===== src/rtl/wb_arbiter_pkg.sv =====
`default_nettype none
//------------------------------------------------------------------------------
// Module   : wb_arbiter_pkg
// Purpose  : Shared constants and types for the register-file writeback
//            arbiter and its result FIFO.
// Revision : 1.0 - initial release
//------------------------------------------------------------------------------
package wb_arbiter_pkg;

    // Default datapath widths. The wb_entry_t record is built from these,
    // so the arbiter's WIDTH/ADDR_WIDTH parameters must match them.
    localparam int WB_WIDTH      = 32;
    localparam int WB_ADDR_WIDTH = 5;

    // One pending multi-cycle result: destination register plus its value.
    typedef struct packed {
        logic [WB_ADDR_WIDTH-1:0] rd;
        logic [WB_WIDTH-1:0]      data;
    } wb_entry_t;

    // Which source owns the register-file write port in a given cycle.
    typedef enum logic [1:0] {
        SEL_NONE = 2'd0,
        SEL_PIPE = 2'd1,
        SEL_MC   = 2'd2
    } wb_sel_e;

endpackage : wb_arbiter_pkg
`default_nettype wire


===== src/rtl/wb_fifo.sv =====
`default_nettype none
//------------------------------------------------------------------------------
// Module   : wb_fifo
// Purpose  : Circular synchronous FIFO of writeback entries. A push into a
//            full FIFO is dropped even if a pop happens in the same cycle;
//            a pop from an empty FIFO is ignored.
// Revision : 1.0 - initial release
//------------------------------------------------------------------------------
module wb_fifo
    import wb_arbiter_pkg::*;
#(
    parameter  int DEPTH = 4,
    localparam int PW    = $clog2(DEPTH),
    localparam int CW    = $clog2(DEPTH + 1)
) (
    input  logic            clk_i,
    input  logic            rst_ni,
    input  logic            push_i,
    input  wb_entry_t       wdata_i,
    input  logic            pop_i,
    output wb_entry_t       rdata_o,
    output logic            full_o,
    output logic            empty_o,
    output logic [CW-1:0]   count_o
);

    wb_entry_t        mem_q [DEPTH];
    logic [PW-1:0]    wr_ptr_q, wr_ptr_d;
    logic [PW-1:0]    rd_ptr_q, rd_ptr_d;
    logic [CW-1:0]    count_q, count_d;
    logic             w_push;
    logic             w_pop;

    assign full_o  = (count_q == CW'(DEPTH));
    assign empty_o = (count_q == '0);
    assign count_o = count_q;
    assign rdata_o = mem_q[rd_ptr_q];

    // Qualify requests against the current occupancy only.
    assign w_push = push_i & ~full_o;
    assign w_pop  = pop_i  & ~empty_o;

    // Pointer and occupancy next state; DEPTH is a power of two so the
    // pointers wrap naturally.
    always_comb begin
        wr_ptr_d = wr_ptr_q;
        rd_ptr_d = rd_ptr_q;
        count_d  = count_q;
        if (w_push) begin
            wr_ptr_d = wr_ptr_q + 1'b1;
        end
        if (w_pop) begin
            rd_ptr_d = rd_ptr_q + 1'b1;
        end
        case ({w_push, w_pop})
            2'b10:   count_d = count_q + 1'b1;
            2'b01:   count_d = count_q - 1'b1;
            default: count_d = count_q;
        endcase
    end

    // Pointer and occupancy registers.
    always_ff @(posedge clk_i or negedge rst_ni) begin
        if (!rst_ni) begin
            wr_ptr_q <= '0;
            rd_ptr_q <= '0;
            count_q  <= '0;
        end else begin
            wr_ptr_q <= wr_ptr_d;
            rd_ptr_q <= rd_ptr_d;
            count_q  <= count_d;
        end
    end

    // Storage array; contents are don't-care until written.
    always_ff @(posedge clk_i) begin
        if (w_push) begin
            mem_q[wr_ptr_q] <= wdata_i;
        end
    end

endmodule : wb_fifo
`default_nettype wire


===== src/rtl/wb_arbiter.sv =====
`default_nettype none
//------------------------------------------------------------------------------
// Module   : wb_arbiter
// Purpose  : Drives the integer register-file write port from two sources:
//            the never-stalled single-cycle pipeline and a buffered
//            multi-cycle unit. Tracks per-register pending multi-cycle writes
//            and requests a pipeline bubble when the buffered results starve.
// Revision : 1.0 - initial release
//------------------------------------------------------------------------------
module wb_arbiter
    import wb_arbiter_pkg::*;
#(
    parameter  int WIDTH        = WB_WIDTH,
    parameter  int ADDR_WIDTH   = WB_ADDR_WIDTH,
    parameter  int DEPTH        = 4,
    parameter  int STARVE_LIMIT = 8,
    localparam int CW           = $clog2(DEPTH + 1),
    localparam int NREG         = 2 ** ADDR_WIDTH,
    localparam int SW           = $clog2(STARVE_LIMIT + 1)
) (
    input  logic                  clock,
    input  logic                  clear,
    input  logic                  pipe_wen,
    input  logic [ADDR_WIDTH-1:0] pipe_rd,
    input  logic [WIDTH-1:0]      pipe_data,
    input  logic                  mc_issue_valid,
    input  logic [ADDR_WIDTH-1:0] mc_issue_rd,
    input  logic                  mc_valid,
    input  logic [ADDR_WIDTH-1:0] mc_rd,
    input  logic [WIDTH-1:0]      mc_data,
    output logic                  mc_ready,
    output logic                  rf_wen,
    output logic [ADDR_WIDTH-1:0] rf_addr,
    output logic [WIDTH-1:0]      rf_data,
    output logic [NREG-1:0]       busy,
    output logic                  stall_req,
    output logic [CW-1:0]         fifo_count
);

    // Registered outputs and internal state.
    logic                  rf_wen_q,   rf_wen_d;
    logic [ADDR_WIDTH-1:0] rf_addr_q,  rf_addr_d;
    logic [WIDTH-1:0]      rf_data_q,  rf_data_d;
    logic [NREG-1:0]       busy_q,     busy_d;
    logic                  stall_q,    stall_d;
    logic [SW-1:0]         starve_q,   starve_d;

    // FIFO interface.
    wb_entry_t             w_push_entry;
    wb_entry_t             w_head;
    logic                  w_push;
    logic                  w_pop;
    logic                  w_full;
    logic                  w_empty;
    logic                  w_empty_next;
    logic [CW-1:0]         w_count;

    wb_sel_e               w_sel;

    // Results to r0 complete the handshake but are never queued.
    assign mc_ready           = ~w_full;
    assign w_push             = mc_valid & mc_ready & (mc_rd != '0);
    assign w_push_entry.rd    = mc_rd;
    assign w_push_entry.data  = mc_data;

    wb_fifo #(
        .DEPTH   (DEPTH)
    ) u_fifo (
        .clk_i   (clock),
        .rst_ni  (clear),
        .push_i  (w_push),
        .wdata_i (w_push_entry),
        .pop_i   (w_pop),
        .rdata_o (w_head),
        .full_o  (w_full),
        .empty_o (w_empty),
        .count_o (w_count)
    );

    // Write-port source selection: a pending stall drains the FIFO first,
    // otherwise the pipeline has priority and the FIFO fills idle slots.
    always_comb begin
        w_sel = SEL_NONE;
        if (stall_q && !w_empty) begin
            w_sel = SEL_MC;
        end else if (pipe_wen && (pipe_rd != '0)) begin
            w_sel = SEL_PIPE;
        end else if (!w_empty) begin
            w_sel = SEL_MC;
        end
    end

    assign w_pop = (w_sel == SEL_MC);

    // Register-file write port; address and data hold when no write occurs.
    always_comb begin
        rf_wen_d  = 1'b0;
        rf_addr_d = rf_addr_q;
        rf_data_d = rf_data_q;
        case (w_sel)
            SEL_PIPE: begin
                rf_wen_d  = 1'b1;
                rf_addr_d = pipe_rd;
                rf_data_d = pipe_data;
            end
            SEL_MC: begin
                rf_wen_d  = 1'b1;
                rf_addr_d = w_head.rd;
                rf_data_d = w_head.data;
            end
            default: begin
                rf_wen_d  = 1'b0;
            end
        endcase
    end

    // Pending-write scoreboard: a new issue overrides a retiring write to
    // the same register, and r0 can never be pending.
    always_comb begin
        busy_d = busy_q;
        if (w_pop) begin
            busy_d[w_head.rd] = 1'b0;
        end
        if (mc_issue_valid && (mc_issue_rd != '0)) begin
            busy_d[mc_issue_rd] = 1'b1;
        end
        busy_d[0] = 1'b0;
    end

    // FIFO will be empty after this edge. A push into a one-entry FIFO is
    // never blocked because DEPTH is at least two.
    always_comb begin
        if (w_count == CW'(1)) begin
            w_empty_next = w_pop & ~w_push;
        end else begin
            w_empty_next = w_empty & ~w_push;
        end
    end

    // Starvation tracking: count cycles where a queued result is held off
    // by the pipeline; raise the stall once the limit is hit and keep it
    // until the FIFO fully drains.
    always_comb begin
        starve_d = '0;
        if (!w_empty && !w_pop) begin
            if (starve_q == SW'(STARVE_LIMIT)) begin
                starve_d = starve_q;
            end else begin
                starve_d = starve_q + 1'b1;
            end
        end
        stall_d = stall_q;
        if (w_empty_next) begin
            stall_d = 1'b0;
        end else if (starve_d == SW'(STARVE_LIMIT)) begin
            stall_d = 1'b1;
        end
    end

    // State registers.
    always_ff @(posedge clock or negedge clear) begin
        if (!clear) begin
            rf_wen_q  <= 1'b0;
            rf_addr_q <= '0;
            rf_data_q <= '0;
            busy_q    <= '0;
            stall_q   <= 1'b0;
            starve_q  <= '0;
        end else begin
            rf_wen_q  <= rf_wen_d;
            rf_addr_q <= rf_addr_d;
            rf_data_q <= rf_data_d;
            busy_q    <= busy_d;
            stall_q   <= stall_d;
            starve_q  <= starve_d;
        end
    end

    assign rf_wen     = rf_wen_q;
    assign rf_addr    = rf_addr_q;
    assign rf_data    = rf_data_q;
    assign busy       = busy_q;
    assign stall_req  = stall_q;
    assign fifo_count = w_count;

    // Upstream must bubble while a stall is draining the FIFO.
    a_no_pipe_during_stall : assert property (
        @(posedge clock) disable iff (!clear)
        !(stall_q && !w_empty && pipe_wen)
    );

endmodule : wb_arbiter
`default_nettype wire


===== config.mk =====
export PLATFORM = sky130hd
export DESIGN_NAME = wb_arbiter
export DESIGN_NICKNAME = d
export VERILOG_FILES = /design/src/rtl/wb_arbiter_pkg.sv /design/src/rtl/wb_fifo.sv /design/src/rtl/wb_arbiter.sv
export SDC_FILE = /design/constraint.sdc
export NUM_CORES = 1
export LEC_CHECK = 0
export BUFFER_PORTS_ARGS = -buffer_cell sky130_fd_sc_hd__buf_2
export CORE_ASPECT_RATIO = 1.75
export CORE_MARGIN = 2
export CORE_UTILIZATION = 35
export DETAILED_ROUTE_END_ITERATION = 8
export PLACE_DENSITY = 0.63
export SLEW_MARGIN = 20
export SYNTH_ARGS = -nofsm -noshare
export SYNTH_HDL_FRONTEND = slang
export SYNTH_SLANG_ARGS = --single-unit

===== constraint.sdc =====
create_clock -name clock -period 3.44 [get_ports clock]
set_clock_uncertainty 0.15 [all_clocks]
set_input_delay 0.516 -clock clock [delete_from_list [all_inputs] [get_ports clock]]
set_output_delay 0.516 -clock clock [all_outputs]
set_load 0.005 [all_outputs]

; Word level (Yosys, flattened, before mapping)
; Memories as Yosys holds them, arrays and structs flattened.
; Index checks and enable logic that the tools add are counted.
[op_classes]
addsub = 5
order_cmp = 4
eq_ne = 8
n_mux = 20
n_bitwise = 12
n_reduce_logical = 16
[ops]
columns = cell, n
row1 = 2-to-1 mux 32 bit, 2
row2 = one-hot mux 32 bit (2 select lines), 1
row3 = AND 32 bit, 1
row4 = inverter 32 bit, 1
row5 = OR 32 bit, 1
row6 = nonzero test 5 bit, 3
row7 = < comparator 5 x 6 -> 1 bit (second input constant), 2
row8 = demux 1 bit (select 5 bit), 2
row9 = greater-or-equal comparator 5 x 1 -> 1 bit (second input constant), 2
row10 = one-hot mux 5 bit (2 select lines), 1
row11 = equality test 4 bit (second input constant), 2
row12 = 2-to-1 mux 1 bit, 8
row13 = 2-to-1 mux 4 bit, 2
row14 = AND 1 bit, 6
row15 = logical AND 1 bit, 6
row16 = 2-to-1 mux 2 bit, 3
row17 = one-hot mux 3 bit (2 select lines), 1
row18 = nonzero test 2 bit, 3
row19 = adder 2 x 1 -> 2 bit (second input constant), 2
row20 = adder 4 x 1 -> 4 bit (second input constant), 1
row21 = equality test 2 x 1 -> 1 bit (second input constant), 2
row22 = equality test 2 bit (second input constant), 2
row23 = adder 3 x 1 -> 3 bit (second input constant), 1
row24 = equality test 3 x 1 -> 1 bit (second input constant), 1
row25 = other kinds (6), 9
[totals]
register_bits = 81
ram_bits = 148
out_inout_bits = 75
elab_cells = 75
n_memories = 1
[memory_table]
columns = name, depth, width, rd, rd_ports_with_merged_regs, write_ports, line_no
row1 = u_fifo.mem_q, 4, 37, 1, 0, 1, wb_fifo.sv:27  ; wb_entry_t mem_q [DEPTH];

; Longest topological paths before layout
[logic_depth]
word_depth = 11
ltp_mapped = 11
depth_no_buf = 10

; Cells and area by module
; Synthesis repeated with hierarchy kept, for this count alone.
[hier_totals]
hier_cells = 558
area_unflattened_um2 = 9121.2
[by_module_without_submodules]
columns = module, n_inst, cells_each, area_each_um2, seq_area_each_um2
row1 = wb_fifo, 1, 230, 5755.5, 4619.4
row2 = wb_arbiter, 1, 328, 3365.7, 1851.8

; Worst setup path before layout
; OpenSTA, ideal clock, no wires.
[synth_path]
path_type = in2reg
startpoint = input port pipe_rd[0]
endpoint = register busy_q[11], in the netlist busy[11]
arrival_ps = 2546
required_time_ps = 3169
slack_ps = 623
stages = 9
cell_sequence = or4_1 o21ai_0 o21a_1 ha_1 clkbuf_1 clkbuf_1 nand3_1 o21ai_0 nand2_1
[synth_between]
elab_chain_len = 8
[synth_rtl]
columns = element, line_no
row1 = from (decl), wb_arbiter.sv:24  ; input logic [ADDR_WIDTH-1:0] pipe_rd,
row2 = nonzero test 5 bit (*), wb_arbiter.sv:86  ; end else if (pipe_wen && (pipe_rd != '0)) begin
row3 = logical AND 1 bit (*), wb_arbiter.sv:86
row4 = 2-to-1 mux 2 bit (*), wb_arbiter.sv:86
row5 = 2-to-1 mux 2 bit (*), wb_arbiter.sv:84  ; if (stall_q && !w_empty) begin
row6 = equality test 2 bit (*), wb_arbiter.sv:93  ; assign w_pop = (w_sel == SEL_MC);
row7 = 2-to-1 mux 32 bit (*), wb_arbiter.sv:121  ; if (w_pop) begin
row8 = OR 32 bit (no source line), --
row9 = 2-to-1 mux 32 bit (*), wb_arbiter.sv:124  ; if (mc_issue_valid && (mc_issue_rd != '0)) begin
row10 = via busy_d[11], wb_arbiter.sv:44  ; logic [NREG-1:0] busy_q, busy_d;
row11 = to (signal assigned), wb_arbiter.sv:173  ; busy_q <= busy_d;
row12 = to (decl), wb_arbiter.sv:44
; Mark *: on every way through the listed nets, which the timed path passes. The rest lies on a longest branch.
; A chain may end at the register's enable or synchronous reset.

; Worst setup path in the final report
[layout_path]
startpoint = register u_fifo.count_q[0], in the netlist u_fifo.count_o[0]
endpoint = register busy_q[28], in the netlist busy[28]
[layout_between]
elab_chain_len = 8
word_cells_on_any_way = 10
classes_between = eq/ne: 1 / mux: 5 / bitwise: 1 / reduce/logical: 3
[layout_rtl]
columns = element, line_no
row1 = from (decl), wb_fifo.sv:30  ; logic [CW-1:0] count_q, count_d;
row2 = from (signal assigned), wb_fifo.sv:71  ; count_q <= count_d;
row3 = zero test 3 bit (*), wb_fifo.sv:35  ; assign empty_o = (count_q == '0);
row4 = 2-to-1 mux 2 bit / zero test 1 bit (equally long branches), "wb_arbiter.sv:88, wb_arbiter.sv:84"
row5 = 2-to-1 mux 2 bit / logical AND 1 bit (equally long branches), "wb_arbiter.sv:86, wb_arbiter.sv:84"
row6 = 2-to-1 mux 2 bit (*), wb_arbiter.sv:84
row7 = equality test 2 bit (*), wb_arbiter.sv:93
row8 = 2-to-1 mux 32 bit (*), wb_arbiter.sv:121
row9 = OR 32 bit (no source line), --
row10 = 2-to-1 mux 32 bit (*), wb_arbiter.sv:124
row11 = via busy_d[28], wb_arbiter.sv:44
; Marks and branches as above.

==> metrics.md <==
| Metric | Value |
|---|---|
| Max-cap violation count | `0` |
| Reg area | `6470 sq um` |
| Max incr delay on CP | `0.51 ns` |
| Worst slew pin tran | `1.03 ns` |
| DP Wirelength | `14400 um` |
| First-pass GRT wire length | `32500 um` |
| Post-synth top area cell | `edfxtp_1` |
| Fill cells | `2291` |
| Num CTS Buffers | `23` |
| Cell area after synthesis | `9190 sq um` |
| Dominant cells by area after synthesis | `edfxtp_1 48%, dfrtp_1 22%, mux4_2 8.3%` |
| Fin cells | `1097` |
| Fmax | `0.376 GHz` |
| Clk Latency, worst-skew pair | `0.51 ns` |
| DRT antenna net count | `0` |
| Class of the worst hold path | `in2reg` |
| CTS H-tree lvls | `1` |
| Util after Layout | `0.436` |
| Reg-to-Reg Start | `u_fifo.count_o[0]` |
| List of most frequent post-synthesis cells | `148 x edfxtp_1, 91 x nand2_1, 81 x dfrtp_1` |
| Gate Count Post-Synth | `580` |
| Worst Hold Path Cells | `1` |
| Setup-failing EPs final | `0` |
| Crit path from | `u_fifo.count_o[0]` |
| Final hold violation count | `0` |
| DRC viols | `0` |
| DRT Pass-1 Iters | `4` |
| Largest net degree at the start of global routing | `68` |
| Core Region | `25900 sq um` |
| Worst IR Drop VDD | `0.485 mV` |
| Final WL | `21000 um` |
| Vias in the first global route | `5790` |
| Std-Cell Rows | `78` |
| Postcts setup bufs | `0` |
| Die Footprint | `27600 sq um` |
| Area occupied by multi-input gates | `2580 sq um` |
| Period utilization | `0.773` |
| Synth top area share | `0.483` |
| Vias per cell | `4.98` |
| Total track usage | `0.153` |
| Synthesized flop and latch total | `229` |
| Post-Place Cells | `1050` |
| Top Family by Delay on Critical Path | `simple AND/OR/NAND/NOR gates` |
| Most used flip-flop cell after synthesis | `edfxtp_1` |
| CP max stage cell | `or3_1` |
| Number of distinct library cells after synthesis | `39` |
| LEAKAGE | `4.41 nW` |
| Routability cong. | `0.782` |
| Post-layout net count | `852` |
| Antenna violations before repair | `6` |
| Min Tclk post-route | `2.66 ns` |
| Register-to-register setup slack | `0.78 ns` |
| Clk slew on worst S/H paths | `0.06 ns` |
| YS warnings | `0` |
| Boundary pin count | `159` |
| Setup TNS | `0 ns` |
| Critical Path RT | `3.69 ns` |
| Top-count cell post-synth | `edfxtp_1` |
| Root Buffer | `clkbuf_16` |
| Worst R2R Path Depth | `9` |
| DR WL/cell | `19.1 um` |
| DR vias | `5458` |
| Area growth syn-to-layout | `22.6%` |
| Arrival time at the worst endpoint | `2.91 ns` |
| Max FO, Critical Path | `10` |
| CP startpoint kind | `flip-flop` |
| Post-CTS sizing | `0` |
| Sequential fraction of the synthesis area | `0.704` |
| Crit path buf inv count | `2` |
| Hold Path Sink | `u_fifo.mem_q[2][1]` |
| Crit Path Category | `reg2reg` |
| Post-DP Area | `10400 sq um` |
| Initial DRC Count | `336` |
| Starting Density | `0.355` |
| Die W | `127 um` |
| Power Dens Cells | `850 nW/um^2` |
| Fraction of layout cells with a size suffix above 1 | `0.326` |
| I/O Buffers | `157` |
| Clock buffer depth | `3` |
| Max-slew headroom | `0.309` |
| Chip height | `218 um` |
| Clk sinks | `229` |
| Design area | `11300 sq um` |
| Crit path cell chain | `inv_1 > ha_1 > nand2b_1 > o21a_1 > ha_2 > inv_1 > or3_1 > o21ai_0 > nand2_1` |
| Syn Nets | `676` |
| GR Overflow Total | `0` |
| TritonCTS clock tree | `built` |
| Crit. End Element | `flip-flop` |
| Status | `completed` |
| Unrepaired setup endpoints after global routing | `false` |
| FFs w/ async S/R, synth | `0.354` |
| Most frequent CP cell | `inv_1` |
| Max-slew violation count | `0` |
| Hold buffer count at CTS | `1` |
| Syn avg cell area | `15.8 sq um` |
| Post-synth EDFFs | `148` |
| Reg2Reg Capture Point | `busy[28]` |
| HP Start | `mc_data[1]` |
[metrics by stage]
stage / hold slack (ns) / total power [mW] / setup WS, ns
6_report: 0.0651 / 9.58 / 0.780
5_1_grt: 0.0511 / 10.2 / 0.498
4_1_cts: 0.0392 / 9.76 / 0.755
3_5_place_dp: 0.321 / 7.00 / 0.451
3_3_place_gp: 0.314 / 6.95 / 0.487
2_1_floorplan: 0.0704 / 5.82 / 0.623
[placed cells by master, fill, tap and decap left out, types with 2 or more instances in the layout]
cell type,Yosys,layout
buf_2,3,156
edfxtp_1,148,148
nand2_1,91,91
dfrtp_1,81,79
o21ai_0,63,63
mux2i_1,40,40
mux4_2,34,34
clkbuf_16,0,23
buf_4,1,17
inv_1,11,11
ha_1,12,11
nor2_1,8,8
a221o_1,7,7
nand3b_1,6,6
bufinv_16,0,6
diode_2,0,5
and2_1,9,5
xnor2_1,5,5
nand3_1,4,4
nor3b_1,4,4
and2_2,0,4
clkinv_2,0,4
mux4_1,3,3
and3b_1,3,3
or3b_1,3,3
and2_0,3,3
xor2_1,3,3
clkbuf_1,14,3
or4_1,2,2
and3_1,2,2
or3_1,2,2
o211a_1,2,2
clkinv_1,0,2
clkinvlp_4,0,2
dfrtp_2,0,2
[routing by layer]
metal  track usage  wire [um]
met1         0.167       7500
met2         0.286      11700
met3        0.0262       1050
met4        0.0685        701
met5             0         13
[cell type report]
type,count,share of cell area
Sequential cell,229,0.575
Multi-Input combinational cell,316,0.229
Timing Repair Buffer,175,0.0833
Clock buffer,26,0.0521
Tap cell,320,0.0355
Clock inverter,15,0.0205
Inverter,11,0.00366
Antenna cell,5,0.00111
[where the power goes]
| group | switching, mW | internal (mW) |
|---|---|---|
| Sequential | 0.353 | 3.75 |
| Combinational | 1.50 | 1.27 |
| Clock | 1.03 | 1.68 |
| Total | 2.88 | 6.70 |
[registers in the layout, summed over array words and instances (netlist names)]
name,flops
u_fifo.mem_q,148
u_fifo.rd_ptr_q,2
rf_data,32
u_fifo.count_o,3
rf_wen,1
rf_addr,5
busy,31
u_fifo.wr_ptr_q,2
starve_q,4
stall_req,1
[cell families after synthesis]
logic type               Yosys count  share of synthesized area
flip-flops                       229                      0.704
AND/OR/NAND/NOR                  139                     0.0702
AO/OA/AOI/OAI                     78                     0.0489
multiplexers                      78                      0.137
buffers and inverters             35                     0.0159
adder cells (fa/ha/maj)           12                     0.0163
XOR/XNOR                           8                    0.00762
other                              1                   0.000408
[worst max path at each step]
stage                           to  slack, ns  cells after the start
after floorplan           busy[11]       0.62                      9
after global routing       busy[8]       0.50                      9
after CTS                  busy[8]       0.75                      9
final                     busy[28]       0.78                      9
after global placement    busy[16]       0.49                      9
after detailed placement   busy[8]       0.45                      9
(Power assumes the default switching activity.)
